===== src/rtl/hazard_pkg.sv =====
// Shared encodings for the pipeline hazard controller: writeback sources,
// forwarding selects and the width of the per-stage tag control bits.
package hazard_pkg;

  typedef enum logic [1:0] {
    WD_ALU  = 2'b00,
    WD_DRAM = 2'b01,
    WD_IMM  = 2'b10,
    WD_PC4  = 2'b11
  } wd_sel_e;

  typedef enum logic [2:0] {
    FWD_RF     = 3'b000,
    FWD_EX_RES = 3'b001,
    FWD_EX_IMM = 3'b010,
    FWD_MEM    = 3'b011,
    FWD_WB     = 3'b100
  } fwd_sel_e;

  // Tag = {valid, rd, we, wd_sel}; this counts every bit except rd.
  localparam int TAG_CTRL_W = 4;

  // Results that are not available in EX and cannot be forwarded from there.
  function automatic logic is_late_result(wd_sel_e wd);
    return (wd == WD_DRAM) || (wd == WD_PC4);
  endfunction

endpackage


===== src/rtl/hazard_tag_pipe.sv =====
// Shadow tag shift register mirroring the EX/MEM/WB stage registers.
// hold freezes all three stages; bubble inserts an invalid tag into EX.
module hazard_tag_pipe #(
  parameter int TAG_W = 9
) (
  input  logic             clk,
  input  logic             rst,
  input  logic             hold,
  input  logic             bubble,
  input  logic [TAG_W-1:0] id_tag,
  output logic [TAG_W-1:0] ex_tag,
  output logic [TAG_W-1:0] mem_tag,
  output logic [TAG_W-1:0] wb_tag
);

  // The valid flag is the MSB of the tag.
  localparam logic [TAG_W-1:0] VALID_MASK = {1'b1, {(TAG_W-1){1'b0}}};

  // NOTE: non-blocking assignments make the three stages shift together
  // instead of one tag rippling through every stage in a single edge.
  always_ff @(posedge clk or posedge rst) begin
    if (rst) begin
      ex_tag  <= '0;
      mem_tag <= '0;
      wb_tag  <= '0;
    end else if (!hold) begin
      ex_tag  <= bubble ? (id_tag & ~VALID_MASK) : id_tag;
      mem_tag <= ex_tag;
      wb_tag  <= mem_tag;
    end
  end

endmodule


===== src/rtl/hazard_ctrl.sv =====
// Pipeline hazard controller: forwarding selects, load-use stall, branch flush
// and memory-busy freeze. Define HAZARD_CTRL_PERF_EN to add event counters.
module hazard_ctrl
  import hazard_pkg::*;
#(
  parameter int REG_AW = 5,
  parameter int PERF_W = 32
) (
  input  logic              clk_cpu,
  input  logic              rst_cpu,
  input  logic [REG_AW-1:0] rs1_id,
  input  logic [REG_AW-1:0] rs2_id,
  input  logic              rs1_used_id,
  input  logic              rs2_used_id,
  input  logic [REG_AW-1:0] rd_id,
  input  logic              rd_we_id,
  input  logic [1:0]        wd_sel_id,
  input  logic              id_valid,
  input  logic              branch_taken_ex,
  input  logic              mem_busy,
  output logic              pc_stop,
  output logic              if_id_stop,
  output logic              id_ex_stop,
  output logic              ex_mem_stop,
  output logic              mem_wb_stop,
  output logic              if_id_flush,
  output logic              id_ex_flush,
  output logic [2:0]        rD1_sel,
  output logic [2:0]        rD2_sel
`ifdef HAZARD_CTRL_PERF_EN
  ,
  output logic [PERF_W-1:0] perf_stall_cnt,
  output logic [PERF_W-1:0] perf_flush_cnt,
  output logic [PERF_W-1:0] perf_freeze_cnt
`endif
);

  localparam int TAG_W = REG_AW + TAG_CTRL_W;

  typedef struct packed {
    logic              valid;
    logic [REG_AW-1:0] rd;
    logic              we;
    wd_sel_e           wd_sel;
  } tag_t;

  tag_t id_tag, ex_tag, mem_tag, wb_tag;
  logic freeze, branch_flush, load_use;
  logic hit_ex1, hit_mem1, hit_wb1, hit_ex2, hit_mem2, hit_wb2;

  function automatic logic hit(tag_t t, logic [REG_AW-1:0] rs, logic used);
    return t.valid && t.we && (t.rd == rs) && (rs != '0) && used;
  endfunction

  function automatic fwd_sel_e pick_sel(logic h_ex, logic h_mem, logic h_wb, wd_sel_e ex_wd);
    fwd_sel_e sel;
    sel = FWD_RF;
    if (h_ex) begin
      if (ex_wd == WD_ALU)      sel = FWD_EX_RES;
      else if (ex_wd == WD_IMM) sel = FWD_EX_IMM;
    end else if (h_mem) begin
      sel = FWD_MEM;
    end else if (h_wb) begin
      sel = FWD_WB;
    end
    return sel;
  endfunction

  assign id_tag = {id_valid, rd_id, rd_we_id, wd_sel_id};

  hazard_tag_pipe #(
    .TAG_W (TAG_W)
  ) u_tag_pipe (
    .clk     (clk_cpu),
    .rst     (rst_cpu),
    .hold    (freeze),
    .bubble  (id_ex_flush),
    .id_tag  (id_tag),
    .ex_tag  (ex_tag),
    .mem_tag (mem_tag),
    .wb_tag  (wb_tag)
  );

  assign hit_ex1  = hit(ex_tag,  rs1_id, rs1_used_id);
  assign hit_mem1 = hit(mem_tag, rs1_id, rs1_used_id);
  assign hit_wb1  = hit(wb_tag,  rs1_id, rs1_used_id);
  assign hit_ex2  = hit(ex_tag,  rs2_id, rs2_used_id);
  assign hit_mem2 = hit(mem_tag, rs2_id, rs2_used_id);
  assign hit_wb2  = hit(wb_tag,  rs2_id, rs2_used_id);

  assign rD1_sel = pick_sel(hit_ex1, hit_mem1, hit_wb1, ex_tag.wd_sel);
  assign rD2_sel = pick_sel(hit_ex2, hit_mem2, hit_wb2, ex_tag.wd_sel);

  assign freeze       = mem_busy;
  // The EX tag holds across a freeze, so a pending branch is seen again afterwards.
  assign branch_flush = branch_taken_ex && ex_tag.valid;
  assign load_use     = id_valid && (hit_ex1 || hit_ex2) && is_late_result(ex_tag.wd_sel);

  // NOTE: every output gets a default first so no path through the
  // priority chain leaves one unassigned and infers a latch.
  always_comb begin
    pc_stop     = 1'b0;
    if_id_stop  = 1'b0;
    id_ex_stop  = 1'b0;
    ex_mem_stop = 1'b0;
    mem_wb_stop = 1'b0;
    if_id_flush = 1'b0;
    id_ex_flush = 1'b0;
    if (freeze) begin
      pc_stop     = 1'b1;
      if_id_stop  = 1'b1;
      id_ex_stop  = 1'b1;
      ex_mem_stop = 1'b1;
      mem_wb_stop = 1'b1;
    end else if (branch_flush) begin
      if_id_flush = 1'b1;
      id_ex_flush = 1'b1;
    end else if (load_use) begin
      pc_stop     = 1'b1;
      if_id_stop  = 1'b1;
      id_ex_flush = 1'b1;
    end
  end

`ifdef HAZARD_CTRL_PERF_EN
  logic stall_evt, flush_evt;
  assign stall_evt = load_use && !branch_flush && !freeze;
  assign flush_evt = branch_flush && !freeze;

  always_ff @(posedge clk_cpu or posedge rst_cpu) begin
    if (rst_cpu) begin
      perf_stall_cnt  <= '0;
      perf_flush_cnt  <= '0;
      perf_freeze_cnt <= '0;
    end else begin
      if (stall_evt && (perf_stall_cnt != '1))  perf_stall_cnt  <= perf_stall_cnt + PERF_W'(1);
      if (flush_evt && (perf_flush_cnt != '1))  perf_flush_cnt  <= perf_flush_cnt + PERF_W'(1);
      if (freeze && (perf_freeze_cnt != '1))    perf_freeze_cnt <= perf_freeze_cnt + PERF_W'(1);
    end
  end
`endif

endmodule


===== config.mk =====
export PLATFORM = sky130hd
export DESIGN_NAME = hazard_ctrl
export DESIGN_NICKNAME = d
export VERILOG_FILES = /design/src/rtl/hazard_pkg.sv /design/src/rtl/hazard_tag_pipe.sv /design/src/rtl/hazard_ctrl.sv
export SDC_FILE = /design/constraint.sdc
export NUM_CORES = 1
export LEC_CHECK = 0
export ABC_AREA = 1
export BUFFER_PORTS_ARGS = -buffer_cell sky130_fd_sc_hd__clkbuf_2
export CAP_MARGIN = 25
export CORE_MARGIN = 8
export CORE_UTILIZATION = 56
export CTS_CLUSTER_SIZE = 20
export DETAILED_ROUTE_END_ITERATION = 8
export PLACE_DENSITY = 0.84
export SETUP_SLACK_MARGIN = 0.1
export SYNTH_ARGS = -nofsm -noshare
export SYNTH_HDL_FRONTEND = slang
export SYNTH_SLANG_ARGS = --single-unit

===== constraint.sdc =====
create_clock -name clk_cpu -period 2.3 [get_ports clk_cpu]
set_clock_uncertainty 0.2 [all_clocks]
set_input_delay 0.115 -clock clk_cpu [delete_from_list [all_inputs] [get_ports clk_cpu]]
set_output_delay 0.115 -clock clk_cpu [all_outputs]
set_load 0.03 [all_outputs]

# [Word-level counts from Yosys, hierarchy flattened]
# Cells that the tools add are included.
[word_totals] ff_bits=27 latch_bits=0 ram_bits=0 romBits=0 output_inout_bits=13 word_cells=58 mem_count=0
[op_classes] add_sub_neg=0 n_mul=0 div_mod_pow=0 n_lt_le_gt_ge=0 n_eq_ne=9 shifts=0 muxes=17 bitwise=0 n_reduce_logical=29
[ops] cell="5-bit equality test" n=6
[ops] cell="1-bit logical AND" n=24
[ops] cell="3-bit 2-to-1 mux" n=7
[ops] cell="5-bit nonzero test" n=2
[ops] cell="9-bit 2-to-1 mux" n=1
[ops] cell="1-bit 2-to-1 mux" n=8
[ops] cell="2-bit equality test, second input constant" n=2
[ops] cell="2-bit by 1-bit equality test with 1-bit output, second input constant" n=1
[ops] cell="2-bit zero test" n=1
[ops] cell="1-bit logical OR" n=2
[ops] cell="2-bit 2-to-1 mux" n=1

# [Depth between registers and ports, before layout]
# Gate-level depths: netlist of run 1.
[depth] ltp_word=11 depth_mapped=10 depth_no_buf=10

# [Modules after synthesis]
# From an unflattened synthesis of run 1, not the netlist that was laid out.
[hier_totals] hier_cells=263 hier_area_um2=1823.0
[modules_own_cells] mod="hazard_tag_pipe" n_inst=1 cells_each=108 area_per_inst_um2=1081.0
[modules_own_cells] mod="hazard_ctrl" n_inst=1 cells_each=155 area_per_inst_um2=742.0

# [Worst setup path after synthesis of run 1]
# Ideal clock, no wire load.
[synth_path] path_kind="reg2out" from="register u_tag_pipe.ex_tag[4]" to="output pc_stop" t_arrival_ps=1718 required_ps=1985 slack_ps=267 stages_incl_launch_ff=9 cell_sequence="dfrtp_1 -> xnor2_1 -> nand2_1 -> nor2_1 -> nand2_2 -> nand2_2 -> nand2_2 -> a21oi_1 -> buf_4"
[synth_via] elab_chain_cells=10
[synth_rtl] element="start, declared" line="hazard_tag_pipe.sv:11" source="output logic [TAG_W-1:0] ex_tag,"
[synth_rtl] element="start signal, assigned" line="hazard_tag_pipe.sv:27" source="ex_tag <= bubble ? (id_tag & ~VALID_MASK) : id_tag;"
[synth_rtl] element="5-bit equality test" line="hazard_ctrl.sv:52" source="return t.valid && t.we && (t.rd == rs) && (rs != '0) && used;"
[synth_rtl] element="1-bit logical AND (3 in a row)" line="hazard_ctrl.sv:52"
[synth_rtl] element="1-bit logical OR (*)" line="hazard_ctrl.sv:97" source="assign load_use = id_valid && (hit_ex1 || hit_ex2) && is_late_result(ex_tag.wd_sel);"
[synth_rtl] element="1-bit logical AND (*) (2 in a row)" line="hazard_ctrl.sv:97"
[synth_rtl] element="1-bit 2-to-1 mux (*) (3 in a row)"
[synth_rtl] element="end, declared" line="hazard_ctrl.sv:21" source="output logic pc_stop,"
# Mark *: on every way between the ends. The rest lies on a longest branch, timed or not.

# [Worst setup path after layout of run 1]
[layout_path] from="register u_tag_pipe.ex_tag[8]" to="output if_id_stop"
[layout_via] elab_chain_cells=10
[layout_rtl] element="1-bit logical AND (4 in a row)" line="hazard_ctrl.sv:52"
[layout_rtl] element="1-bit logical OR" line="hazard_ctrl.sv:97"
[layout_rtl] element="1-bit logical AND (2 in a row)" line="hazard_ctrl.sv:97"
[layout_rtl] element="1-bit 2-to-1 mux" line="hazard_ctrl.sv:118" source="end else if (load_use) begin"
[layout_rtl] element="1-bit 2-to-1 mux (*)" line="hazard_ctrl.sv:115" source="end else if (branch_flush) begin"
[layout_rtl] element="1-bit 2-to-1 mux (*)" line="hazard_ctrl.sv:109" source="if (freeze) begin"
[layout_rtl] element="end, declared" line="hazard_ctrl.sv:22" source="output logic if_id_stop,"
# Marks and branches as above.

==> results of run 1 <==
-- what timing repair did --
item,in CTS,in global routing
gates resized for setup,0,5
endpoints found under the hold margin,36,0
endpoints found under the setup margin,0,2
hold buffers,11,0
-- flip-flops by register name (all words and copies together), names as in the netlist --
name / flops
u_tag_pipe.ex_tag: 9
u_tag_pipe.wb_tag: 7
u_tag_pipe.mem_tag: 7
-- layout by cell type (no fill, tap or decap), types with 2 or more instances in the layout --
cell type                       instances
sky130_fd_sc_hd__o21ai_0               19
sky130_fd_sc_hd__a21oi_1                7
sky130_fd_sc_hd__clkbuf_2              35
sky130_fd_sc_hd__nand2_2                4
sky130_fd_sc_hd__nor2_1                17
sky130_fd_sc_hd__nor2_2                 3
sky130_fd_sc_hd__dfrtp_1               23
sky130_fd_sc_hd__o22ai_1                2
sky130_fd_sc_hd__dlygate4sd3_1         11
sky130_fd_sc_hd__or2_1                  2
sky130_fd_sc_hd__nand2_1               63
sky130_fd_sc_hd__inv_1                 26
sky130_fd_sc_hd__nand4_1                2
sky130_fd_sc_hd__xor2_1                 2
sky130_fd_sc_hd__buf_4                  2
sky130_fd_sc_hd__xnor2_1               17
sky130_fd_sc_hd__o31ai_1                2
sky130_fd_sc_hd__nand3_1               11
sky130_fd_sc_hd__clkbuf_4               5
-- metal layers --
| metal | wire length, um | vias to the layer above | track usage [%] | share of wire (%) |
|---|---|---|---|---|
| li1 | - | 741 | - | - |
| met4 | 62 | 0 | 5.22 | 1.6 |
| met2 | 1810 | 38 | 27.2 | 48 |
| met3 | 263 | 6 | 4.47 | 7.0 |
| met1 | 1650 | 660 | 21.6 | 44 |
| met5 | 0 | - | 0 | 0 |
-- stage by stage --
stage          power, W  hold slack (ns)  setup WS (ns)  cells
2_1_floorplan  0.000660          -0.0831          0.267    211
3_3_place_gp   0.000732            0.120          0.575    271
3_5_place_dp   0.000735            0.121          0.549    271
4_1_cts        0.000941           0.0767          0.178    286
5_1_grt        0.000992            0.110         0.0859    286
6_report       0.000936           0.0804          0.229    286
-- power by group --
| part | switching, W | internal [W] | total (W) |
|---|---|---|---|
| Sequential | 0.0000461 | 0.000448 | 0.000494 |
| Combinational | 0.000142 | 0.000109 | 0.000251 |
| Clock | 0.000123 | 0.0000678 | 0.000191 |
| Total | 0.000312 | 0.000625 | 0.000936 |
-- worst min path at each step --
stage | startpoint | endpoint | slack, ns | depth (start not counted)
finish | branch_taken_ex | u_tag_pipe.ex_tag[8] | 0.08 | 6
global route | branch_taken_ex | u_tag_pipe.ex_tag[8] | 0.11 | 6
CTS | branch_taken_ex | u_tag_pipe.ex_tag[8] | 0.08 | 6
detailed placement | rst_cpu | u_tag_pipe.mem_tag[3] | 0.12 | 2
global placement | rd_id[0] | u_tag_pipe.ex_tag[3] | 0.12 | 3
floorplan | rst_cpu | u_tag_pipe.ex_tag[0] | -0.08 | 1
-- layout make-up --
cell class,instances,area [um^2]
multi-input cells,153,766
fillers,215,682
flip-flops and latches,23,576
repair buffers,50,315
inverters,26,97.6
well taps,30,37.5
clock buffers,4,26.3
-- worst max-delay path: stages, from the launching register on --
cell	delay (ns)
sky130_fd_sc_hd__dfrtp_1	0.41
sky130_fd_sc_hd__nand2_1	0.09
sky130_fd_sc_hd__nor2_1	0.11
sky130_fd_sc_hd__nand3_1	0.08
sky130_fd_sc_hd__nor2_1	0.13
sky130_fd_sc_hd__nand2_2	0.10
sky130_fd_sc_hd__nand2_2	0.09
sky130_fd_sc_hd__nand2_2	0.07
sky130_fd_sc_hd__a21oi_1	0.16
sky130_fd_sc_hd__clkbuf_4	0.22
-- logic make-up after synthesis --
group,count (synthesis),synth area share [%]
AND/OR/NAND/NOR,104,29.5
XOR/XNOR,19,11.2
flip-flops,23,38.6
buffers and inverters,35,10.2
AO/OA/AOI/OAI,30,10.6
==> impl_results.rst, run 1 <==
.. list-table::
   :header-rows: 1

   * - Metric
     - Value
   * - CTS tree
     - built
   * - Fmax
     - slightly below 0.5 GHz
   * - Measured slew at the worst slew-check pin
     - ~0.86 ns
   * - Average wire per cell in the routed design
     - between 10 and 15 um
   * - Synth warn
     - 0
   * - Most numerous cell in the Yosys netlist
     - sky130_fd_sc_hd__nand2_1
   * - Unrepaired setup endpoints after global routing
     - yes
   * - Vertical die dimension
     - 67.6 um
   * - Gate Count Post-Synth
     - 211
   * - Synthesized net count
     - approximately 240
   * - Die footprint
     - 4570 um^2
   * - Final instance area
     - between 1500 and 2000 um^2
   * - Horiz. Die Dim
     - 67.6 um
   * - H-tree level count
     - 1
   * - Clock period minus final worst setup slack
     - just over 2 ns
   * - Overall Global Routing Usage
     - 16.9%
   * - EDFF count, synth
     - 0
   * - Routability congestion estimate from global placement
     - about 0.93
   * - Most common library cells after synthesis
     - sky130_fd_sc_hd__nand2_1, sky130_fd_sc_hd__inv_1, sky130_fd_sc_hd__dfrtp_1, sky130_fd_sc_hd__o21ai_0, sky130_fd_sc_hd__nor2_1
   * - Startpoint-to-endpoint class of the critical path
     - reg2out
   * - Post-synthesis cell type with the largest combined area
     - sky130_fd_sc_hd__dfrtp_1
   * - Proportion of netlist area held by the largest area contributor
     - 38.6%
   * - Number of antenna violations at the first check in global routing
     - 0
   * - Endpoint of the worst-slack reg-to-reg timing path
     - u_tag_pipe.ex_tag[8]
   * - First-pass GRT wire length
     - roughly 6000 um
   * - Synth Area per Inst
     - 7.06 um^2
   * - Reg-to-reg critical path startpoint
     - u_tag_pipe.ex_tag[8]
   * - Total wirelength of the detailed-routed design
     - 3780 um
   * - HPWL Detailed
     - ~3000 um
   * - Number of buffers added by the clock tree synthesis step
     - 3
   * - Headroom to the max-slew limit
     - a little over two fifths
   * - Crit path capture type
     - output port
   * - Count of maximum capacitance violations
     - 0
   * - Final nets
     - about 280
   * - Core ar.
     - approximately 2500 um^2
   * - Number of top-level pins
     - 38
   * - Required time worst endpoint
     - approximately 2.0 ns
   * - Termination of the worst setup path
     - if_id_stop
   * - Ant. Diodes
     - 0
   * - Sequential area share after synthesis
     - approximately two fifths
   * - Startpoint class of the critical path
     - flop
   * - Setup Fix Bufs, Post-CTS
     - 0
   * - Distinct cell type count of the synthesized netlist
     - 20
   * - P per Cell Area
     - 515 nW/um^2
   * - Insertion delay to the later sink of the worst-skew pair
     - around 0.31 ns
   * - CP Max Fanout
     - 5
   * - Fraction of registers with async set/reset
     - between 90% and 100%
   * - Number of clock sinks
     - 23
   * - Worst Path Arrival
     - between 1.5 and 2 ns
   * - Initial Utilization
     - 59.6%
   * - First-pass iteration count of the detailed router
     - 4
   * - Area of the mapped netlist
     - 1490 um^2
   * - Peak VDD IR
     - 400 uV
   * - Number of buffers on the longest clock path
     - 2
   * - Worst hold path type
     - in2reg
   * - Remaining global-route overflow
     - 0
   * - Clock root buffer
     - sky130_fd_sc_hd__clkbuf_4
   * - Crit. Startpoint
     - u_tag_pipe.ex_tag[8]
   * - Reg clk slew, reported paths
     - 0.13 ns
   * - Count of nets left with antenna violations after detail routing
     - 0
   * - Proportion of layout cells with a drive suffix above 1
     - roughly a fifth
   * - Utilization after layout
     - between 70% and 80%
   * - Final Hold Violating Endpoints
     - 0
   * - Largest net degree at the start of global routing
     - 24
   * - Setup slack of the worst register-to-register path
     - between 0.8 and 0.9 ns
   * - Leak
     - 0.942 nW
   * - Worst R2R Path Depth
     - 9
   * - Site row count
     - 18
   * - Vias in the first global route
     - about 1200
   * - Placed inst area
     - between 1500 and 2000 um^2
   * - Synthesis-to-finish area growth
     - 22.0%
   * - Result of the run
     - complete, no violations
   * - Final worst-path cycle share
     - about 90%
   * - Main synth FF type
     - sky130_fd_sc_hd__dfrtp_1
   * - Routed vias
     - roughly 1400
   * - Drt drc
     - 0
   * - Final-layout setup total negative slack
     - 0 ns
   * - Number of I/O port buffers
     - 37
   * - # setup viols final
     - 0
   * - Violation count after the first detailed-route iteration
     - 58
   * - Top cells by area in the synthesized netlist
     - sky130_fd_sc_hd__dfrtp_1, sky130_fd_sc_hd__nand2_1, sky130_fd_sc_hd__xnor2_1
   * - Final Slew Violations
     - 0
   * - Per-cell via count in the routed design
     - ~5.1
   * - Post-synthesis register bit count
     - 23
No activity file was read; power rests on OpenSTA's default activity.
==> run 2: changes to the inputs <==
--- a/config.mk
+++ b/config.mk
@@ -6,13 +6,13 @@
 export NUM_CORES = 1
 export LEC_CHECK = 0
 export ABC_AREA = 1
-export BUFFER_PORTS_ARGS = -buffer_cell sky130_fd_sc_hd__clkbuf_2
+export BUFFER_PORTS_ARGS = -buffer_cell sky130_fd_sc_hd__buf_2
 export CAP_MARGIN = 25
 export CORE_MARGIN = 8
 export CORE_UTILIZATION = 56
 export CTS_CLUSTER_SIZE = 20
 export DETAILED_ROUTE_END_ITERATION = 8
-export PLACE_DENSITY = 0.84
+export PLACE_DENSITY = 0.92
 export SETUP_SLACK_MARGIN = 0.1
 export SYNTH_ARGS = -nofsm -noshare
 export SYNTH_HDL_FRONTEND = slang
==> impl_results.rst, run 2 (synthesis results as in run 1) <==
.. list-table::
   :header-rows: 1

   * - Metric
     - Value
   * - Result of the run
     - complete, no violations
   * - # setup viols final
     - 0 (unchanged)
   * - Drt drc
     - 0 (unchanged)
   * - Worst min-delay path startpoint
     - branch_taken_ex
   * - Proportion of layout cells with a drive suffix above 1
     - 21.7% (+2.2 points)
   * - Clock period minus final worst setup slack
     - 2.14 ns (+0.0702 ns)
   * - HPWL Detailed
     - 2950 um (+0.90%)
   * - Final Hold Violating Endpoints
     - 0 (unchanged)
   * - Number of clock sinks
     - 23 (unchanged)
   * - P per Cell Area
     - 513 nW/um^2 (-0.44%)
   * - Register with the most flip-flops
     - u_tag_pipe.ex_tag
   * - Initial Utilization
     - 59.6% (unchanged)
   * - Crit path capture type
     - output port
   * - Violation count after the first detailed-route iteration
     - 125 (+120%)
   * - Routed vias
     - 1519 (+5.1%)
   * - Leading cell type in the layout, fill and taps excluded
     - sky130_fd_sc_hd__nand2_1
   * - Number of buffers on the longest clock path
     - 2 (unchanged)
   * - Average wire per cell in the routed design
     - 14.1 um (+6.8%)
   * - Number of flip-flops in the largest register
     - 9 (unchanged)
   * - Clock root buffer
     - sky130_fd_sc_hd__clkbuf_4
   * - Vias in the first global route
     - 1389 (+11%)
   * - Count of nets left with antenna violations after detail routing
     - 0 (unchanged)
   * - First-pass iteration count of the detailed router
     - 4 (unchanged)
   * - Routability congestion estimate from global placement
     - 0.888 (-4.6%)
   * - Insertion delay to the later sink of the worst-skew pair
     - 0.32 ns (about the same)
   * - Total wirelength of the detailed-routed design
     - 4070 um (+7.5%)
   * - Most frequent cells in the layout
     - sky130_fd_sc_hd__nand2_1, sky130_fd_sc_hd__buf_2, sky130_fd_sc_hd__inv_1, sky130_fd_sc_hd__dfrtp_1, sky130_fd_sc_hd__o21ai_0
   * - Largest net degree at the start of global routing
     - 29 (+21%)
   * - Met2 Track Usage GR
     - 31.5% (+4.3 points)
   * - Number of antenna violations at the first check in global routing
     - 0 (unchanged)
   * - Endpoint of the worst-slack reg-to-reg timing path
     - u_tag_pipe.ex_tag[8]
   * - Multi-input gate area in the final layout
     - 782 um^2 (+2.1%)
   * - Placed insts
     - 271 (unchanged)
   * - Unrepaired setup endpoints after global routing
     - no
   * - Per-cell via count in the routed design
     - 5.27 (+4.4%)
   * - Horiz. Die Dim
     - 67.6 um (unchanged)
   * - Met3 Usage GRT
     - 4.14% (-0.33 points)
   * - Count of fill cells added during filler insertion
     - 196 (-8.8%)
   * - Count of maximum capacitance violations
     - 0 (unchanged)
   * - Number of top-level pins
     - 38 (unchanged)
   * - Reg-to-reg critical path startpoint
     - u_tag_pipe.ex_tag[3]
   * - Worst Path Arrival
     - 1.83 ns (+0.07 ns)
   * - Vertical die dimension
     - 67.6 um (unchanged)
   * - Final Slew Violations
     - 0 (unchanged)
   * - Headroom to the max-slew limit
     - 41.8% (-1.1 points)
   * - Final-layout setup total negative slack
     - 0 ns (unchanged)
   * - Synthesis-to-finish area growth
     - 24.9%
   * - Overall Global Routing Usage
     - 17.6% (+0.64 points)
   * - Startpoint class of the critical path
     - flop
   * - Footprint of the flip-flops and latches
     - 577 um^2 (+0.22%)
   * - Remaining global-route overflow
     - 0 (unchanged)
   * - GR Util met1
     - 20.6% (-0.97 points)
   * - Ant. Diodes
     - 0 (unchanged)
   * - Non-filler cells in the finished layout
     - 288 (+0.70%)
   * - Required time worst endpoint
     - 1.99 ns (about the same)
   * - First-pass GRT wire length
     - 6230 um (+3.9%)
   * - Site row count
     - 18 (unchanged)
   * - H-tree level count
     - 1 (unchanged)
   * - Largest registers
     - u_tag_pipe.ex_tag x9, u_tag_pipe.mem_tag x7, u_tag_pipe.wb_tag x7
   * - Fmax
     - 0.467 GHz (-3.3%)
   * - Final worst-path cycle share
     - 93.1% (+3.1 points)
   * - Leak
     - 0.964 nW (+2.4%)
   * - Worst hold path type
     - in2reg
   * - Min Hold Slack
     - 0.175 ns (+0.0950 ns)
   * - Measured slew at the worst slew-check pin
     - 0.872 ns (+0.0158 ns)
   * - Utilization after layout
     - 74.5% (+1.8 points)
   * - Placed inst area
     - 1670 um^2 (unchanged)
   * - Core ar.
     - 2500 um^2 (unchanged)
   * - Number of buffers added by the clock tree synthesis step
     - 3 (unchanged)
   * - CTS tree
     - built
   * - Number of I/O port buffers
     - 37 (unchanged)
   * - Top Usage Layer GRT
     - met2
   * - Number of instances on the worst hold path
     - 6 (unchanged)
   * - Worst R2R Path Depth
     - 8 (-1)
   * - Die footprint
     - 4570 um^2 (unchanged)
   * - Reg clk slew, reported paths
     - 0.12 ns (about the same)
   * - Peak VDD IR
     - 413 uV (+3.2%)
   * - Final instance area
     - 1860 um^2 (+2.4%)
   * - CP Max Fanout
     - 4 (-1)
   * - Setup slack of the worst register-to-register path
     - 0.70 ns (-0.13 ns)
   * - Startpoint-to-endpoint class of the critical path
     - reg2out
   * - Hold endpoint
     - u_tag_pipe.ex_tag[8]
   * - Final nets
     - 284 (+0.71%)
run 2: cell count changes in the layout (fill, tap and decap cells not counted), moves of 2 or more:
cell                       before  now
sky130_fd_sc_hd__buf_2          0   34
sky130_fd_sc_hd__buf_4          2    5
sky130_fd_sc_hd__buf_6          0    2
sky130_fd_sc_hd__clkbuf_2      35    0
sky130_fd_sc_hd__clkbuf_4       5    3
run 2: what timing repair did:
| action | CTS | global route |
|---|---|---|
| hold endpoints to repair | 33 | 0 |
| hold buffers | 11 | 0 |
| buffers inserted | 0 | 2 |
| endpoints found under the setup margin | 0 | 3 |
| resized for setup | 0 | 13 |
run 2: metrics by stage:
stage	power [W]	setup WS, ns
6_report	0.000955	0.158
5_1_grt	0.00100	0.0516
4_1_cts	0.000939	0.201
3_5_place_dp	0.000735	0.576
3_3_place_gp	0.000730	0.578
2_1_floorplan	0.000660	0.267
run 2: worst max-delay path, cell delays in order, from the launching register on:
cell	delay, ns
sky130_fd_sc_hd__dfrtp_2	0.46
sky130_fd_sc_hd__xnor2_2	0.19
sky130_fd_sc_hd__nand2_1	0.07
sky130_fd_sc_hd__nor2_1	0.18
sky130_fd_sc_hd__nand2_2	0.11
sky130_fd_sc_hd__nand2_2	0.08
sky130_fd_sc_hd__nand2_2	0.09
sky130_fd_sc_hd__a21oi_1	0.15
sky130_fd_sc_hd__buf_4	0.18
run 2: worst max-delay path by stage:
| stage | startpoint | to | slack (ns) | cells after the start |
|---|---|---|---|---|
| 3_3_place_gp | u_tag_pipe.ex_tag[8] | if_id_stop | 0.58 | 9 |
| 5_1_grt | u_tag_pipe.ex_tag[8] | id_ex_flush | 0.05 | 9 |
| 3_5_place_dp | u_tag_pipe.ex_tag[3] | pc_stop | 0.58 | 8 |
| 2_1_floorplan | u_tag_pipe.ex_tag[4] | pc_stop | 0.27 | 8 |
| 6_report | u_tag_pipe.ex_tag[3] | id_ex_flush | 0.16 | 8 |
| 4_1_cts | u_tag_pipe.ex_tag[3] | if_id_stop | 0.20 | 8 |
run 2: layout make-up:
| type | instances | share of cell area (%) |
|---|---|---|
| multi-input cells | 153 | 42.0 |
| flip-flops and latches | 23 | 31.0 |
| repair buffers | 52 | 18.3 |
| inverters | 26 | 5.24 |
| well taps | 30 | 2.02 |
| clock buffers | 3 | 1.21 |
| clock inverters | 1 | 0.269 |
run 2: power breakdown:
part,switching [W],internal [W]
registers,0.0000489,0.000448
logic,0.000148,0.000118
clock network,0.000126,0.0000651
run 2: per-layer routing:
| layer | vias to the layer above | routed length, um |
|---|---|---|
| li1 | 746 | - |
| met1 | 701 | 1640 |
| met2 | 60 | 2020 |
| met3 | 12 | 274 |
| met4 | 0 | 139 |
| met5 | - | 0 |
==> run 3: changes to the inputs <==
--- a/config.mk
+++ b/config.mk
@@ -7,12 +7,11 @@
 export LEC_CHECK = 0
 export ABC_AREA = 1
 export BUFFER_PORTS_ARGS = -buffer_cell sky130_fd_sc_hd__buf_2
-export CAP_MARGIN = 25
 export CORE_MARGIN = 8
-export CORE_UTILIZATION = 56
+export CORE_UTILIZATION = 47
 export CTS_CLUSTER_SIZE = 20
 export DETAILED_ROUTE_END_ITERATION = 8
-export PLACE_DENSITY = 0.92
+export PLACE_DENSITY = 0.83
 export SETUP_SLACK_MARGIN = 0.1
 export SYNTH_ARGS = -nofsm -noshare
 export SYNTH_HDL_FRONTEND = slang
==> constraint.sdc (replaced) <==
create_clock -name clk_cpu -period 1.8 [get_ports clk_cpu]
set_clock_uncertainty 0.2 [all_clocks]
set_input_delay 0.09 -clock clk_cpu [delete_from_list [all_inputs] [get_ports clk_cpu]]
set_output_delay 0.09 -clock clk_cpu [all_outputs]
set_load 0.03 [all_outputs]
==> impl_results.rst, run 3 (synthesis results as in run 1) <==
.. list-table::
   :header-rows: 1

   * - Metric
     - Value
   * - Routability congestion estimate from global placement
     - 0.960 (+8.1%)
   * - Die footprint
     - 5230 um^2 (+14%)
   * - Violation count after the first detailed-route iteration
     - 99 (-21%)
   * - Worst hold path type
     - in2reg
   * - Fmax
     - a little under 0.5 GHz
   * - Min Hold Slack
     - 0.104 ns (-0.0715 ns)
   * - Clock root buffer
     - sky130_fd_sc_hd__clkbuf_4
   * - Remaining global-route overflow
     - 0 (unchanged)
   * - Non-filler cells in the finished layout
     - 307 (+6.6%)
   * - Startpoint class of the critical path
     - flop
   * - Per-cell via count in the routed design
     - 4.97 (-5.8%)
   * - Worst Path Arrival
     - 1.78 ns (-0.05 ns)
   * - # setup viols final
     - 10 (+10)
   * - Clock period minus final worst setup slack
     - 2.07 ns
   * - Footprint of the flip-flops and latches
     - 578 um^2 (+0.22%)
   * - Leading cell type in the layout, fill and taps excluded
     - sky130_fd_sc_hd__nand2_1
   * - Synthesis-to-finish area growth
     - 35.8%
   * - Drt drc
     - 0 (unchanged)
   * - Site row count
     - 20 (+2)
   * - Average wire per cell in the routed design
     - 13.7 um (-2.9%)
   * - First-pass iteration count of the detailed router
     - 4 (unchanged)
   * - Largest net degree at the start of global routing
     - 24 (-17%)
   * - Most frequent cells in the layout
     - sky130_fd_sc_hd__nand2_1, sky130_fd_sc_hd__buf_2, sky130_fd_sc_hd__inv_1, sky130_fd_sc_hd__dfrtp_1, sky130_fd_sc_hd__o21ai_0
   * - Crit path capture type
     - output port
   * - Final nets
     - 289 (+1.8%)
   * - Power after layout
     - 0.00126 W (+32%)
   * - H-tree level count
     - 1 (unchanged)
   * - Number of clock sinks
     - 23 (unchanged)
   * - Ant. Diodes
     - 0 (unchanged)
   * - Placed insts
     - 286 (+5.5%)
   * - Worst-case setup margin in the final layout
     - -0.273 ns (-0.432 ns)
   * - Number of antenna violations at the first check in global routing
     - 0 (unchanged)
   * - Failing checks
     - setup timing
   * - Count of nets left with antenna violations after detail routing
     - 0 (unchanged)
   * - Register with the most flip-flops
     - u_tag_pipe.ex_tag
   * - Multi-input gate area in the final layout
     - 850 um^2 (+8.6%)
   * - CP Max Fanout
     - 5 (+1)
   * - P per Cell Area
     - 624 nW/um^2 (+22%)
   * - Final Hold Violating Endpoints
     - 0 (unchanged)
   * - Horiz. Die Dim
     - 72.3 um (+7.0%)
   * - Number of top-level pins
     - 38 (unchanged)
   * - Core ar.
     - 3030 um^2 (+21%)
   * - CTS tree
     - built
   * - Routed vias
     - 1525 (+0.39%)
   * - Number of flip-flops in the largest register
     - 9 (unchanged)
   * - Insertion delay to the later sink of the worst-skew pair
     - 0.32 ns (about the same)
   * - Result of the run
     - finished with violations
   * - Count of fill cells added during filler insertion
     - 257 (+31%)
   * - Startpoint-to-endpoint class of the critical path
     - reg2out
   * - Number of I/O port buffers
     - 37 (unchanged)
   * - Peak VDD IR
     - 336 uV (-19%)
   * - Measured slew at the worst slew-check pin
     - 0.325 ns (-0.548 ns)
   * - Unrepaired setup endpoints after global routing
     - yes
   * - Vias in the first global route
     - 1456 (+4.8%)
   * - First-pass GRT wire length
     - 6630 um (+6.4%)
   * - Final Slew Violations
     - 0 (unchanged)
   * - Number of buffers added by the clock tree synthesis step
     - 3 (unchanged)
   * - Largest registers
     - u_tag_pipe.ex_tag x9, u_tag_pipe.mem_tag x7, u_tag_pipe.wb_tag x7
   * - Utilization after layout
     - 66.8% (-7.7 points)
   * - Reg clk slew, reported paths
     - 0.13 ns (about the same)
   * - Total wirelength of the detailed-routed design
     - 4210 um (+3.5%)
   * - Required time worst endpoint
     - 1.51 ns (-0.48 ns)
   * - Count of maximum capacitance violations
     - 0 (unchanged)
   * - Vertical die dimension
     - 72.3 um (+7.0%)
   * - Final worst-path cycle share
     - 115%
   * - Number of buffers on the longest clock path
     - 2 (unchanged)
   * - HPWL Detailed
     - 2970 um (+0.87%)
   * - Overall Global Routing Usage
     - 15.9% (-1.7 points)
   * - Leak
     - 1.01 nW (+4.6%)
   * - Initial Utilization
     - 49.2% (-10 points)
   * - Headroom to the max-slew limit
     - 78.3% (+36 points)
   * - Proportion of layout cells with a drive suffix above 1
     - 30.8% (+9.1 points)
==> run 3: cell count changes in the layout (fill, tap and decap cells not counted), sizes merged <==
cell | before | now
buf | 41 | 46
==> run 3: worst paths after layout <==
path	end	cells past startpoint	slack (ns)	startpoint
setup reg to reg	u_tag_pipe.ex_tag[8]	8	0.27	u_tag_pipe.ex_tag[3]
max in group asynchronous	u_tag_pipe.mem_tag[7]	4	0.99	rst_cpu
min in group asynchronous	u_tag_pipe.ex_tag[6]	4	0.15	rst_cpu
hold / removal	u_tag_pipe.ex_tag[8]	6	0.10	branch_taken_ex
setup / recovery	id_ex_flush	8	-0.27	u_tag_pipe.ex_tag[3]
hold reg to reg	u_tag_pipe.wb_tag[2]	2	0.33	u_tag_pipe.mem_tag[2]
==> run 3: layout make-up <==
class / instances / area share [%]
timing repair buffer: 57 / 20.5
inverter: 26 / 4.82
clock buffer: 3 / 1.11
multi-input combinational: 153 / 42.0
tap: 44 / 2.72
clock inverter: 1 / 0.247
sequential: 23 / 28.6
==> run 3: timing repair <==
item | in CTS | in global routing
pin swaps | 4 | 7
endpoints found under the setup margin | 9 | 9
hold buffers | 11 | 0
gates resized for setup | 17 | 27
endpoints found under the hold margin | 38 | 0
buffers inserted | 4 | 2
==> run 3: where the power goes <==
part / internal (W) / total (W) / switching, W
combinational: 0.000171 / 0.000379 / 0.000208
sequential: 0.000574 / 0.000636 / 0.0000624
clock: 0.0000834 / 0.000249 / 0.000165
total: 0.000828 / 0.00126 / 0.000436
==> run 3: stage by stage <==
step	setup TNS, ns	area (um^2)	worst slack, ns
floorplan	-0.0938	1490	-0.0460
global placement	0	1700	0.103
detailed placement	0	1700	0.0748
CTS	-1.27	1910	-0.247
global route	-2.32	2020	-0.336
finish	-1.61	2020	-0.273
==> run 3: worst max-delay path, cell delays in order, from the launching register on <==
cell                      delay (ns)
sky130_fd_sc_hd__dfrtp_1        0.44
sky130_fd_sc_hd__xnor2_1        0.19
sky130_fd_sc_hd__nand2_1        0.10
sky130_fd_sc_hd__nor2_1         0.13
sky130_fd_sc_hd__nand2_2        0.12
sky130_fd_sc_hd__nand2_2        0.10
sky130_fd_sc_hd__nand2_4        0.07
sky130_fd_sc_hd__a21oi_1        0.13
sky130_fd_sc_hd__buf_4          0.18
==> run 3: metal layers <==
metal  GRT usage, %  up-vias  part of all wire [%]
li1               -      763                     -
met1           19.7      697                    42
met2           25.4       55                    49
met3           2.48       10                   6.0
met4           9.07        0                   2.8
met5              0        -                     0
